$ cat src/rtl/fb_port_arbiter.sv
// fb_port_arbiter
// Shares one single-port framebuffer RAM between the scan-out read path and
// the capture write path. Writes are queued in a small FIFO and drained into
// RAM whenever the read path leaves a slot free; a starvation counter forces a
// write through (pre-empting a read) if the queue has waited too long.
//
// Ports
//   clk, rst        : rising-edge clock, synchronous active-high reset
//   rd_req/rd_addr  : scan-out read request and pixel address
//   rd_data         : read pixel data, fixed latency 3 after rd_req
//   rd_valid        : rd_data valid this cycle
//   rd_miss         : with rd_valid, the read lost its slot and rd_data is 0
//   wr_req/wr_addr/wr_data : capture write request (no backpressure)
//   ram_addr/ram_wdata/ram_we : registered single-port RAM controls
//   ram_rdata       : RAM read data, one cycle after ram_addr
//   fifo_level      : write-queue occupancy after the current edge
//   overflow_cnt    : saturating count of dropped writes
module fb_port_arbiter #(
  parameter int FIFO_DEPTH   = 4,
  parameter int STARVE_LIMIT = 8
) (
  input  logic        clk,
  input  logic        rst,
  input  logic        rd_req,
  input  logic [14:0] rd_addr,
  output logic [1:0]  rd_data,
  output logic        rd_valid,
  output logic        rd_miss,
  input  logic        wr_req,
  input  logic [14:0] wr_addr,
  input  logic [1:0]  wr_data,
  output logic [14:0] ram_addr,
  output logic [1:0]  ram_wdata,
  output logic        ram_we,
  input  logic [1:0]  ram_rdata,
  output logic [4:0]  fifo_level,
  output logic [7:0]  overflow_cnt
);

  localparam int         PTR_W      = $clog2(FIFO_DEPTH);
  localparam logic [4:0] DEPTH_LVL  = 5'(FIFO_DEPTH);
  localparam logic [7:0] STARVE_MAX = 8'(STARVE_LIMIT);

  typedef enum logic [1:0] {
    SLOT_IDLE,
    SLOT_READ,
    SLOT_WRITE,
    SLOT_FORCED
  } slot_e;

  logic [16:0]      fifo_mem [FIFO_DEPTH];
  logic [PTR_W-1:0] wr_ptr;
  logic [PTR_W-1:0] rd_ptr;
  logic [16:0]      fifo_head;
  logic [7:0]       starve_cnt;
  slot_e            slot;
  logic             fifo_empty;
  logic             fifo_full;
  logic             do_pop;
  logic             do_push;
  logic             do_drop;
  logic             rd_p1;
  logic             miss_p1;
  logic             rd_p2;
  logic             miss_p2;

  // Slot choice for this cycle. A starved queue beats the reader; otherwise
  // the reader wins and queued writes only fill otherwise idle slots. A full
  // queue can still accept a push in the same cycle it pops.
  always_comb begin
    fifo_empty = (fifo_level == 5'd0);
    fifo_full  = (fifo_level == DEPTH_LVL);
    fifo_head  = fifo_mem[rd_ptr];
    slot       = SLOT_IDLE;
    if (!fifo_empty && (starve_cnt == STARVE_MAX)) begin
      slot = SLOT_FORCED;
    end else if (rd_req) begin
      slot = SLOT_READ;
    end else if (!fifo_empty) begin
      slot = SLOT_WRITE;
    end
    do_pop  = (slot == SLOT_FORCED) || (slot == SLOT_WRITE);
    do_push = wr_req && (!fifo_full || do_pop);
    do_drop = wr_req && fifo_full && !do_pop;
  end

  // Queue storage. Entries are only meaningful between rd_ptr and wr_ptr, so
  // the array itself needs no reset.
  always_ff @(posedge clk) begin
    if (!rst && do_push) begin
      fifo_mem[wr_ptr] <= {wr_addr, wr_data};
    end
  end

  // Queue pointers, occupancy and the saturating drop counter. Requests seen
  // while rst is high are ignored because the reset branch takes precedence.
  always_ff @(posedge clk) begin
    if (rst) begin
      wr_ptr       <= '0;
      rd_ptr       <= '0;
      fifo_level   <= 5'd0;
      overflow_cnt <= 8'd0;
    end else begin
      if (do_push) begin
        wr_ptr <= wr_ptr + PTR_W'(1);
      end
      if (do_pop) begin
        rd_ptr <= rd_ptr + PTR_W'(1);
      end
      case ({do_push, do_pop})
        2'b10:   fifo_level <= fifo_level + 5'd1;
        2'b01:   fifo_level <= fifo_level - 5'd1;
        default: fifo_level <= fifo_level;
      endcase
      if (do_drop && (overflow_cnt != 8'hFF)) begin
        overflow_cnt <= overflow_cnt + 8'd1;
      end
    end
  end

  // Starvation counter: counts consecutive cycles a non-empty queue was
  // refused a slot. Reaching STARVE_MAX forces the next slot, which clears it,
  // so the hold at STARVE_MAX is only a guard.
  always_ff @(posedge clk) begin
    if (rst) begin
      starve_cnt <= 8'd0;
    end else if (fifo_empty || do_pop) begin
      starve_cnt <= 8'd0;
    end else if (starve_cnt != STARVE_MAX) begin
      starve_cnt <= starve_cnt + 8'd1;
    end
  end

  // RAM port register. Idle slots deassert the write enable but keep the last
  // address and data on the bus to avoid needless toggling.
  always_ff @(posedge clk) begin
    if (rst) begin
      ram_addr  <= 15'd0;
      ram_wdata <= 2'b00;
      ram_we    <= 1'b0;
    end else begin
      case (slot)
        SLOT_FORCED, SLOT_WRITE: begin
          ram_addr  <= fifo_head[16:2];
          ram_wdata <= fifo_head[1:0];
          ram_we    <= 1'b1;
        end
        SLOT_READ: begin
          ram_addr <= rd_addr;
          ram_we   <= 1'b0;
        end
        default: begin
          ram_we <= 1'b0;
        end
      endcase
    end
  end

  // Read return pipeline: stage 1 lines up with ram_addr, stage 2 with
  // ram_rdata, and the output stage registers the data. A pre-empted read
  // still walks the pipe so the reader sees a fixed latency, but it returns
  // zero data flagged as a miss.
  always_ff @(posedge clk) begin
    if (rst) begin
      rd_p1    <= 1'b0;
      miss_p1  <= 1'b0;
      rd_p2    <= 1'b0;
      miss_p2  <= 1'b0;
      rd_valid <= 1'b0;
      rd_miss  <= 1'b0;
      rd_data  <= 2'b00;
    end else begin
      rd_p1    <= rd_req;
      miss_p1  <= rd_req && (slot == SLOT_FORCED);
      rd_p2    <= rd_p1;
      miss_p2  <= miss_p1;
      rd_valid <= rd_p2;
      rd_miss  <= miss_p2;
      rd_data  <= (rd_p2 && !miss_p2) ? ram_rdata : 2'b00;
    end
  end

endmodule

$ cat config.mk
export PLATFORM = sky130hd
export DESIGN_NAME = fb_port_arbiter
export DESIGN_NICKNAME = d
export VERILOG_FILES = /design/src/rtl/fb_port_arbiter.sv
export SDC_FILE = /design/constraint.sdc
export NUM_CORES = 1
export LEC_CHECK = 0
export ABC_AREA = 1
export CAP_MARGIN = 20
export CORE_AREA = 4 4 97 99
export DETAILED_ROUTE_END_ITERATION = 12
export DIE_AREA = 0 0 101 103
export GPL_ROUTABILITY_DRIVEN = 0
export PLACE_DENSITY = 0.84
export SLEW_MARGIN = 10
export SYNTH_ARGS = -nofsm -noshare
export SYNTH_HDL_FRONTEND = slang
export SYNTH_SLANG_ARGS = --single-unit
$ cat constraint.sdc
create_clock -name clk -period 4 [get_ports clk]
set_input_delay 0.4 -clock clk [delete_from_list [all_inputs] [get_ports clk]]
set_output_delay 0.4 -clock clk [all_outputs]
set_load 0.02 [all_outputs]
# Yosys cells after proc, flatten, opt, wreduce, memory -nomap -nowiden
# Memories as Yosys holds them, arrays and structs flattened. A register that Yosys moved wholly into a read port is not among the register bits.
# Cells that the tools add are included.
# word_totals
reg_bits	51
ram_bits	68
in_bits	38
output_inout_bits	35
word_cells	64
memories	1
# memory_table
name	depth	word_bits	read_ports	rd_ports_with_merged_regs	wr	line_no	rtl
fifo_mem	4	17	1	1	1	51	logic [16:0] fifo_mem [FIFO_DEPTH];
# op_classes
add_sub_neg	6
n_eq_ne	9
mux	10
n_bitwise	1
reduce_logical	22
# op_table
op	n
one-hot mux 15 bit (2 select lines)	1
adder 8 x 1 -> 8 bit, second input constant	2
two-way mux 2 bit	5
one-hot mux 5 bit (2 select lines)	1
equality test 8 x 4 -> 1 bit, second input constant	1
logical AND 1 bit	8
!= test 8 x 4 -> 1 bit, second input constant	1
!= test 8 bit, second input constant	1
equality test 2 bit, second input constant	3
OR reduction 2 bit	3
adder 5 x 1 -> 5 bit, second input constant	1
equality test 5 x 3 -> 1 bit, second input constant	1
logical NOT 1 bit	5
logical NOT 5 bit	1
subtractor 5 x 1 -> 5 bit, second input constant	1
adder 2 x 1 -> 2 bit, second input constant	2
equality test 2 x 1 -> 1 bit, second input constant	2
nonzero test 2 bit	2
logical OR 1 bit	3
two-way mux 1 bit	3
inverter 1 bit	1

# Depth between registers and ports, before layout
# depth
word_depth	11
mapped_depth	16
depth_no_buf	16

# Least setup slack after synthesis
# No wires, ideal clock.
# synth_path
path_kind	reg-to-reg
startpoint	reg starve_cnt[0]
endpoint	mem fifo_mem[0][0], enable pin
setup_time_ps	391
t_arrival_ps	2021
t_required_ps	3609
setup_slack_ps	1589
path_stages_with_launch	11
n_path_buf	0
synth_period_minus_slack_ps	2411
path_cell_list	dfxtp_1 > inv_1 > ha_1 > nand3_2 > o21ai_2 > nand2_4 > nand2_2 > nand2_1 > inv_1 > nand2_1 > nor2_1
# synth_between
elab_chain_cells	10
# synth_lines
element	line_no	rtl
from (decl)	55	logic [7:0] starve_cnt;
from (signal assigned)	130	starve_cnt <= starve_cnt + 8'd1;
equality test 8 x 4 -> 1 bit (*)	75	if (!fifo_empty && (starve_cnt == STARVE_MAX)) begin
logical AND 1 bit (*)	75	
two-way mux 2 bit (*)	75	
equality test 2 bit	82	do_pop = (slot == SLOT_FORCED) || (slot == SLOT_WRITE);
logical OR 1 bit (*)	82	
logical OR 1 bit (*)	83	do_push = wr_req && (!fifo_full || do_pop);
logical AND 1 bit (*)	83	
logical AND 1 bit (*)	90	if (!rst && do_push) begin
two-way mux 1 bit (*)	90	
two-way mux 1 bit (not written as such) (*)	91	fifo_mem[wr_ptr] <= {wr_addr, wr_data};
to (decl)	51	
# Every way passes the cells marked *; elsewhere a longest branch is shown, timed or not.

# Final worst setup path
# layout_path
startpoint	reg starve_cnt[1]
endpoint	mem fifo_mem[1][16], enable pin
# Same word-level chain as after synthesis.

==> metrics.txt <==
Setup CP Type reg -> reg; Seq. cell area 3103 sq um; cell taking the most area after synthesis edfxtp_1; largest net degree at the start of global routing 36; footprint of the multi-input gates 1515 sq um; RSZ-0062 raised after global routing false; die area 10400 sq um; antenna diode count 0; Core Box Area 8551 sq um; via count 3789; Hold Path Class reg -> reg; tightest hold margin 0.4091 ns; Hold Vio Cnt, Final 0; clk slew on worst S/H paths 0.06 ns; R2R setup slack 1.71 ns; post-route ant nets 0; worst skew pair latency 0.52 ns; setup TNS 0 ns; largest family of logic cells by synthesized area simple AND/OR/NAND/NOR gates; Die H 103 um; initial core utilization 57.24%; VDD IR-drop max 0.4542 mV; postcts setup bufs 0; DRT Pass-1 Iters 5; synthesized area per cell 9.969 sq um; PD cells 602.6 nW/um^2; hpwl dp 6683 um; commonest non-fill, non-tap cell in the layout nor2_1; Final Non-Filler Cells 692; library cells used by synthesis 30; Post-Syn Nets 537; Cells after DPL 660; Adder-Cell Fraction of Synth Area 2.045%; post-route setup slack 1.711 ns; IO Pins 73; Slew Viols, Final 0; Post-Place Cell Area 5733 sq um; global-route wire length before repair 17160 um; Pleak 2.403 nW; Tot GR Track Use 21.81%; total gr overflow 0; Setup crit start starve_cnt[1]$_SDFFE_PP0P_; CTS tree built; sequential share of the synthesized area 63.39%; status complete, no violations; Layout area overhead 28.89%; Port-buffer cells 72; DP Worst Slack 1.716 ns; Final nets 617; share of cells above drive strength 1 8.733%; Synth Instances 491; Required @ worst endpoint 4.19 ns; Final Cell Area 6309 sq um; Max FO, Critical Path 17; CTS resizes 0; Seq cells post-synth 121; Synth Area in Compound Gates 13.19%; H-tree depth 4; root buf cell clkbuf_8; most frequent cells in the layout nor2_1, clkdlybuf4s50_1, edfxtp_1; Synth Area in Simple Gates 15.18%; YS warnings 0; drt initial violations 233; Cell Rows 34; worst slew pin tran 0.9382 ns; Critical R2R Capture fifo_mem[1][16]$_DFFE_PP_; vias per cell 5.475; Setup crit end fifo_mem[1][16]$_DFFE_PP_; top cell type's share of synthesized area 41.72%; total CTS buffers 17; Syn Std Cell Area 4895 sq um; Rel. slew slack 37.39%; hold buffers post-CTS 0; vias in the first global route 3864; clk_skew 0.01039 ns; post-route minimum period 2.289 ns; maxcap violations 0; CP endpoint kind register; initial antenna violation count 0; post-synthesis mux area share 0%; chip width 101 um; clock buffer depth 2; Fillers 565; # setup viols final 0; FMAX 436.8 MHz; Synth area leaders edfxtp_1, dfxtp_1, o21ai_0, nor2_1, nand2_1; clk sinks 121; Critical Path Start Type register; overall power 3.802 mW; RR Startpoint starve_cnt[1]$_SDFFE_PP0P_; crit path DAT 2.48 ns; Residual DRC 0; fin crit share 57.23%; routed length per placed instance 15.75 um; xor and xnor area share after synthesis 0.5368%; reg2reg path depth 11; Util after Layout 73.78%; Post-Route WL 10900 um
critical path, stage by stage (launching register included):
cell     delay [ns]
dfxtp_1        0.31
inv_1          0.09
ha_1           0.17
nand3_2        0.10
o21ai_2        0.28
nand2_4        0.09
nand2_2        0.10
nand2_1        0.13
inv_1          0.11
nand2_1        0.12
nor2_1         0.15
buf_4          0.31
worst min path at each step:
stage,from,end,slack [ns],depth (start not counted)
floorplan,miss_p1$_SDFF_PP0_,miss_p2$_SDFF_PP0_,0.39,2
global placement,rd_p1$_SDFF_PP0_,rd_p2$_SDFF_PP0_,0.39,2
detailed placement,rd_p1$_SDFF_PP0_,rd_p2$_SDFF_PP0_,0.40,2
CTS,ram_rdata[1],rd_data[1]$_SDFF_PP0_,0.40,3
global route,ram_rdata[0],rd_data[0]$_SDFF_PP0_,0.40,3
finish,rd_p1$_SDFF_PP0_,rd_p2$_SDFF_PP0_,0.41,2
state kept, by name (all words and copies together), names as in the netlist, named ones only:
name and count:
overflow_cnt 8, fifo_level 5, rd_valid 1, ram_wdata 2
ram_we 1, miss_p2 1, ram_addr 15, rd_p1 1
rd_p2 1, rd_ptr 2, rd_miss 1, miss_p1 1
fifo_mem 68, rd_data 2, starve_cnt 8, wr_ptr 2
logic make-up (layout without fill, tap and decap cells):
kind of cell	after synthesis	after routing
flip-flops	121	121
AO/OA/AOI/OAI	117	117
buffers and inverters	73	166
adder cells (fa/ha/maj)	8	8
AND/OR/NAND/NOR	169	169
XOR/XNOR	3	3
synthesized netlist by cell type:
master,n
a21oi_1,18
a31oi_1,12
buf_2,2
clkbuf_1,16
dfxtp_1,53
edfxtp_1,68
ha_1,8
inv_1,53
inv_2,2
nand2_1,66
nand2_2,1
nand2_4,3
nand3_1,9
nand3_2,2
nand4_1,5
nor2_1,73
nor2_2,1
nor2_4,1
nor3_1,4
nor3_4,2
nor3b_1,2
o211ai_1,5
o21a_1,1
o21ai_0,62
o21ai_1,3
o21ai_2,1
o221ai_1,3
o22ai_1,12
xnor2_1,1
xor2_1,2
where the power goes:
part	internal [mW]	switching, mW
Combinational	0.318	0.518
Clock	0.906	0.549
Sequential	1.43	0.0804
Total	2.65	1.15
cell type report:
cell class / count / share of cell area [%]
sequential: 121 / 49.19
timing repair buffer: 79 / 12.26
clock buffer: 19 / 6.843
inverter: 55 / 3.273
clock inverter: 13 / 2.281
tap: 108 / 2.142
multi-input combinational: 297 / 24.02
per-layer routing:
layer | vias up | routed length (um) | global-route usage, %
li1 | 1833 | - | -
met3 | 23 | 729 | 7.781
met1 | 1776 | 4266 | 23.11
met4 | 0 | 246 | 8.793
met5 | - | 0 | 0
met2 | 157 | 5656 | 39.54
No activity file was read; power rests on OpenSTA's default activity.
